===== config.mk =====
export PLATFORM = sky130hd
export DESIGN_NAME = dds_phase_acc
export DESIGN_NICKNAME = d
export VERILOG_FILES = /design/src/rtl/dds_phase_acc.sv
export SDC_FILE = /design/constraint.sdc
export NUM_CORES = 1
export LEC_CHECK = 0
export CORE_MARGIN = 3
export CORE_UTILIZATION = 40
export CTS_BUF_LIST = sky130_fd_sc_hd__clkbuf_4 sky130_fd_sc_hd__clkbuf_8 sky130_fd_sc_hd__clkbuf_16
export CTS_CLUSTER_SIZE = 40
export DETAILED_ROUTE_END_ITERATION = 8
export MAX_ROUTING_LAYER = met4
export PLACE_DENSITY_LB_ADDON = 0.2
export SLEW_MARGIN = 20
export SYNTH_ARGS = -nofsm -noshare
export SYNTH_HDL_FRONTEND = slang
export SYNTH_SLANG_ARGS = --single-unit
export TNS_END_PERCENT = 20

===== constraint.sdc =====
create_clock -name clk -period 6.21 [get_ports clk]
set_clock_uncertainty 0.1 [all_clocks]
set_input_delay 0.621 -clock clk [delete_from_list [all_inputs] [get_ports clk]]
set_output_delay 0.621 -clock clk [all_outputs]
set_load 0.01 [all_outputs]

===== src/rtl/dds_phase_acc.sv =====
// Phase-continuous DDS phase accumulator with an AXI-Stream configuration input
// and an AXI-Stream phase-word output; new configs are applied on a sample boundary.
module dds_phase_acc #(
  parameter int PHASE_W = 32,
  parameter int CNT_W   = 16
) (
  input  logic               clk,
  input  logic               rstn,
  input  logic               s_axis_phase_tvalid,
  output logic               s_axis_phase_tready,
  input  logic [63:0]        s_axis_phase_tdata,
  output logic               m_axis_phase_tvalid,
  input  logic               m_axis_phase_tready,
  output logic [PHASE_W-1:0] m_axis_phase_tdata,
  input  logic               run_clr,
  output logic [CNT_W-1:0]   cfg_cnt,
  output logic [1:0]         state
);

  typedef enum logic [1:0] {
    IDLE = 2'd0,
    RUN  = 2'd1
  } state_t;

  state_t cur_state, nxt_state;

  logic [PHASE_W-1:0] acc, inc, off;
  logic [PHASE_W-1:0] pend_inc, pend_off;
  logic               pend_valid;
  logic [PHASE_W-1:0] inc_e, off_e;
  logic               advance;
  logic               cfg_hs;

  assign s_axis_phase_tready = !pend_valid && !run_clr;
  assign cfg_hs              = s_axis_phase_tvalid && s_axis_phase_tready;
  assign state               = cur_state;

  assign inc_e = pend_valid ? pend_inc : inc;
  assign off_e = pend_valid ? pend_off : off;

  always_ff @(posedge clk or negedge rstn) begin
    if (!rstn) begin
      cur_state <= IDLE;
    end else begin
      cur_state <= nxt_state;
    end
  end

  // Leaving IDLE performs the first advance in the same cycle, from acc = 0.
  always_comb begin
    nxt_state = cur_state;
    advance   = 1'b0;
    case (cur_state)
      IDLE: begin
        if (pend_valid) begin
          advance   = 1'b1;
          nxt_state = RUN;
        end
      end
      RUN: begin
        advance = !m_axis_phase_tvalid || m_axis_phase_tready;
      end
      default: begin
        nxt_state = IDLE;
      end
    endcase
    if (run_clr) begin
      advance   = 1'b0;
      nxt_state = IDLE;
    end
  end

  always_ff @(posedge clk or negedge rstn) begin
    if (!rstn) begin
      acc                 <= '0;
      inc                 <= '0;
      off                 <= '0;
      pend_inc            <= '0;
      pend_off            <= '0;
      pend_valid          <= 1'b0;
      m_axis_phase_tvalid <= 1'b0;
      m_axis_phase_tdata  <= '0;
      cfg_cnt             <= '0;
    end else if (run_clr) begin
      acc                 <= '0;
      pend_valid          <= 1'b0;
      m_axis_phase_tvalid <= 1'b0;
    end else begin
      if (advance) begin
        m_axis_phase_tdata  <= acc + off_e;
        acc                 <= acc + inc_e;
        inc                 <= inc_e;
        off                 <= off_e;
        m_axis_phase_tvalid <= 1'b1;
      end
      // A handshake can only occur while nothing is pending, so these never collide.
      if (advance && pend_valid) begin
        pend_valid <= 1'b0;
        cfg_cnt    <= cfg_cnt + CNT_W'(1);
      end else if (cfg_hs) begin
        pend_inc   <= s_axis_phase_tdata[PHASE_W-1:0];
        pend_off   <= s_axis_phase_tdata[32 +: PHASE_W];
        pend_valid <= 1'b1;
      end
    end
  end

endmodule


---- After elaboration in Yosys (flattened, before gate mapping) ----
Cells that the tools add are included.
storage, ports and cells
  register bits ........................... 212
  output and inout port bits .............. 52
  word-level logic and storage cells ...... 47
operators by class
  $add $sub $neg .......................... 3
  eq/ne operators ......................... 3
  muxes and demuxes ....................... 15
  bitwise logic cells ..................... 2
  reductions and logical operators ........ 14
operators with widths
  cell                                                             number
  32-bit 2-to-1 mux                                                4
  32-bit adder                                                     2
  16-bit by 1-bit adder with 16-bit output, second input constant  1
  1-bit 2-to-1 mux                                                 7
  2-bit AND reduction                                              3
  2-bit 2-to-1 mux                                                 2
  2-bit one-hot mux with 2 select lines                            1
  1-bit logical AND                                                3
  1-bit logical NOT                                                3
  3-bit inequality test, second input constant                     1
  3-bit AND reduction                                              1
  3-bit nonzero test                                               1
  2-bit by 1-bit == test with 1-bit output, second input constant  1
  2-bit logical NOT                                                1
  2-bit inequality test, second input constant                     1
  1-bit inverter                                                   2
  1-bit one-hot mux with 2 select lines                            1
  2-bit nonzero test                                               1
  1-bit logical OR                                                 1

---- Longest topological paths before layout ----
  depth after elaboration ................. 7
  mapped depth ............................ 16
  gate-level depth less buffers ........... 13

---- Worst setup path before layout ----
Ideal clock, no wire load.
  path type ............................... register to register
  start ................................... register pend_valid
  end ..................................... register m_axis_phase_tdata[30]
  library setup time ...................... 130 ps
  data arrival time ....................... 3886 ps
  required time ........................... 5980 ps
  setup slack ............................. 2094 ps
  cell stages (with the launch flop) ...... 16
  path buffers ............................ 3
  path through ............................ dfrtp_1 clkbuf_1 clkbuf_1 clkbuf_1 mux2_2 ha_1 fa_1 a21o_1 a221o_1 a31oi_1 a211o_1 a211o_1 nand3_1 a221oi_1 xnor2_1 o21ai_1
on the way
  elaborated cells on any way between the ends .. 6
  those cells by class .................... add/sub (1); mux (4); reduce/logical (1)
RTL lines
  item                    line  source
  from (decl)             29    logic pend_valid;
  from (signal assigned)  80    pend_valid <= 1'b0;
  from (signal assigned)  86    pend_valid <= 1'b0;
  from (signal assigned)  98    pend_valid <= 1'b0;
  32-bit 2-to-1 mux       39    assign off_e = pend_valid ? pend_off : off;
  via off_e[0]            30    logic [PHASE_W-1:0] inc_e, off_e;
  32-bit adder            90    m_axis_phase_tdata <= acc + off_e;
  to (signal assigned)    90
  to (decl)               14    output logic [PHASE_W-1:0] m_axis_phase_tdata,
The timed path passes the listed nets, and every way through them passes these cells.
A chain may end at the register's enable or synchronous reset.

---- Worst setup path after layout ----
Same ends and word-level chain as after synthesis.

==> results list <==
* Setup violators final: 0
- By area the synthesized netlist is led by sky130_fd_sc_hd__dfrtp_1, sky130_fd_sc_hd__mux2_2, sky130_fd_sc_hd__nand2_1, sky130_fd_sc_hd__ha_1, sky130_fd_sc_hd__xnor2_1.
* Critical path class: reg -> reg
* Layout Area Growth over Synthesis: 19.85%
* Number of fillers in the final layout: 2656
- Post-CTS repair changed the size of 0 cells.
- Layout cells sized above 1: 14.11%
* CTS HTree Levels: 1
- In the synthesized netlist the dominant register cell turns out to be sky130_fd_sc_hd__dfrtp_1.
- The later pin in the worst-skew pair is clocked with a latency of 520 ps.
- Clk Tree Root Cell: sky130_fd_sc_hd__clkbuf_16
* Worst R2R Path Depth: 13
* Number of buffers created by CTS: 24
- RSZ-0062 raised after global routing: false
* Top library cells by usage in the layout, fill and taps aside: sky130_fd_sc_hd__nand2_1, sky130_fd_sc_hd__dfrtp_1, sky130_fd_sc_hd__mux2_2
- The flow ran to the end, and the final reports show no timing, DRC or antenna violations.
- Starting density of the core: 40.75%
- Row Count: 62
* F_max: 227.0 MHz
* Start point of the critical path: pend_valid
- The average instance in the mapped netlist occupies 9.750 sq um.
* Share of async-settable or async-resettable flops after synthesis: 100.0%
- Before antenna repair, the detailed router went through 5 iterations.
- For this design, the CTS-stage hold fixing added 0 buffers.
* Remaining max-slew budget at the tightest pin: 40.56%
- Across the run, the number of max-cap violations was 0.
* Tcrit/Tclk final: 70.94%
* Portion of total power attributed to sequential cells: 37.6%
* Worst-path fanout max: 24
* Global-route congestion overflow total: 0
- Post-synthesis instance total: 1203
* Total negative slack for setup checks: 0 ps
- Synthesis inferred 211 register bits.
* Final std cell area, no fill: 14060 sq um
- Clock sink count: 211
- Area of the core: 28780 sq um
* Worst setup slack before clock tree synthesis: 1808 ps
- Sw Ratio: 33.80%
- IR Drop Worst-Case VDD: 0.0002031 V
- Final layout net count: 1430
* Transition at the pin with the smallest max-transition slack: 889.4 ps
- In the routed layout, each cell is associated on average with a via count of 5.146.
* Type of the tightest min-delay check: in -> async
* Max-slew violations: 0
- HPWL after detailed placement: 18.96 mm
- Clock tree from TritonCTS: yes
* Number of warnings reported in the yosys synthesis log: 0
* Total power density per cell area: 381.4 nW/um^2
- Vias: 8723
* Vertical die dimension: 177.2 um
* Worst path setup slack after routing: 1805 ps
- Horizontal die dimension: 177.2 um
* I/O pins: 121
* Count of buffers from port buffering: 119
- Clock Pin Slew Worst Setup and Hold Paths: 60 ps
- Number of global-route vias before repair: 8560
- Summed over all instances, the cell type with the most area after synthesis is sky130_fd_sc_hd__dfrtp_1.
- Arrival time of data at the critical path endpoint: 4670 ps
- Once detail routing completed, the nets flagged for antenna violations numbered 0.
- The internal power of the cells totals 3.549 mW.
- Post-Synthesis Cell Area: 11730 sq um
* Final hold viol count: 0
- The share of total power dissipated in the clock network is 26.4%.
- Synthesis instantiated 60 different standard cells from the library.
* Number of antenna violations at the first check in global routing: 0
- Most common cell after layout, fill and taps aside: sky130_fd_sc_hd__nand2_1
* Setup slack, reg-to-reg: 1800 ps
- STA puts the critical path data required time at 6470 ps.
- STA classifies the critical path endpoint as a flip-flop.
- Critical path launch point type: flip-flop
- Routability cong.: 0.9031
- The first global-routing pass estimated 44.51 mm of wire.
- Across every metal layer, demand over resource in global routing totals 17.78%.
- Post-placement cell area: 13250 sq um
- After clock tree synthesis, the setup repair step added 0 buffers.
- Number of enable flip-flop cells after synthesis: 0
* Shortest clock period the worst path allows after layout: 4405 ps
- Diode insertion count for antenna repair: 0
* DR DRC count: 0
- Entering global routing, the biggest net connects 128 pins.
- The clock passes through at most 3 buffers.
* DRC marker count from the first detailed-route iteration: 541
- In this run the power spent charging and discharging nets is 1.812 mW.
- The worst register-to-register path begins at pend_valid.
- Comb pwr share: 36.0%
* Area share of the leading cell type in the synthesized netlist: 45.02%
- Counting every net in the synthesized netlist gives 1337.
* Per-cell routed wire length: 15.94 um
- End of the worst register-to-register path: m_axis_phase_tdata[30]
- The final layout contains routed wiring with a total length of 27.03 mm.
* Post-synthesis sequential area ratio: 45.02%
* Die area: 31410 sq um
* Leakage: 6.585 nW
-- critical path, stage by stage, from the launching register on --
cell                       delay, ps
sky130_fd_sc_hd__dfrtp_2         720
sky130_fd_sc_hd__buf_4           440
sky130_fd_sc_hd__mux2_2          390
sky130_fd_sc_hd__ha_1            210
sky130_fd_sc_hd__fa_1            410
sky130_fd_sc_hd__a21o_1          210
sky130_fd_sc_hd__a221o_1         340
sky130_fd_sc_hd__a31oi_1         270
sky130_fd_sc_hd__a211o_1         220
sky130_fd_sc_hd__a211o_1         160
sky130_fd_sc_hd__nand3_1         160
sky130_fd_sc_hd__a221oi_1        380
sky130_fd_sc_hd__xnor2_1         160
sky130_fd_sc_hd__o21ai_1          70
-- per-layer routing --
metal  share of wire, %  global-route usage [%]  wire length [um]
met5                  0                       -                 0
met4                1.7                   3.797               465
met3                5.3                   2.467              1429
met2                 43                   26.52             11630
met1                 50                   25.95             13500
-- flip-flops by register name, indices dropped and copies added (netlist names) --
| name | count |
|---|---|
| state | 1 |
| inc | 32 |
| pend_off | 32 |
| m_axis_phase_tvalid | 1 |
| m_axis_phase_tdata | 32 |
| pend_inc | 32 |
| cfg_cnt | 16 |
| acc | 32 |
| off | 32 |
| pend_valid | 1 |
-- how the worst max path moves through the flow --
stage	to
2_1_floorplan	m_axis_phase_tdata[30]
3_3_place_gp	m_axis_phase_tdata[30]
3_5_place_dp	m_axis_phase_tdata[30]
4_1_cts	m_axis_phase_tdata[30]
5_1_grt	m_axis_phase_tdata[30]
6_report	m_axis_phase_tdata[30]
-- synthesized netlist by cell type (all sizes together), types with 22 or more instances --
cell type  number
xnor2          41
xor2           22
o21ai          85
ha             63
nand3          25
clkbuf         50
mux2          128
nand2         289
dfrtp         211
a21o           27
nor2           40
a21oi          46
-- through the flow --
| step | util [%] | instances | total power [mW] | hold WS, ps |
|---|---|---|---|---|
| 6_report | 48.84 | 1695 | 5.361 | 30.12 |
| 5_1_grt | 48.84 | 1695 | 5.759 | 85.23 |
| 4_1_cts | 48.84 | 1695 | 5.427 | 62.49 |
| 3_5_place_dp | 46.04 | 1654 | 3.979 | 358.1 |
| 3_3_place_gp | 46.04 | 1654 | 3.943 | 352.4 |
| 2_1_floorplan | - | 1203 | 3.303 | 225.4 |
-- cells by family after synthesis --
| logic type | count (synthesis) | share of synthesized area, % |
|---|---|---|
| fa+ha+maj | 65 | 7.062 |
| xor+xnor | 63 | 4.704 |
| mux | 133 | 12.72 |
| simple gates | 424 | 15.51 |
| other cells | 1 | 0.03197 |
| flops | 211 | 45.02 |
| compound gates | 235 | 12.57 |
| buf+inv | 71 | 2.390 |
-- final cells by class --
cell class                 instances  area, sq um  area share, %
clock inverter                     6        61.31         0.4361
inverter                          13        48.80         0.3471
multi-input combinational        921         6188          44.02
clock buffer                      35        744.5          5.296
sequential                       211         5281          37.57
tap                              384        480.5          3.418
timing repair buffer             125         1252          8.910
-- power groups by stage --
stage | Clock (mW) | Sequential (mW) | Combinational, mW
5_1_grt | 1.52 | 2.07 | 2.17
2_1_floorplan | 0 | 2.00 | 1.30
6_report | 1.41 | 2.02 | 1.93
4_1_cts | 1.46 | 2.02 | 1.94
3_3_place_gp | 0 | 2.03 | 1.91
3_5_place_dp | 0 | 2.05 | 1.93
(Power assumes the default switching activity.)
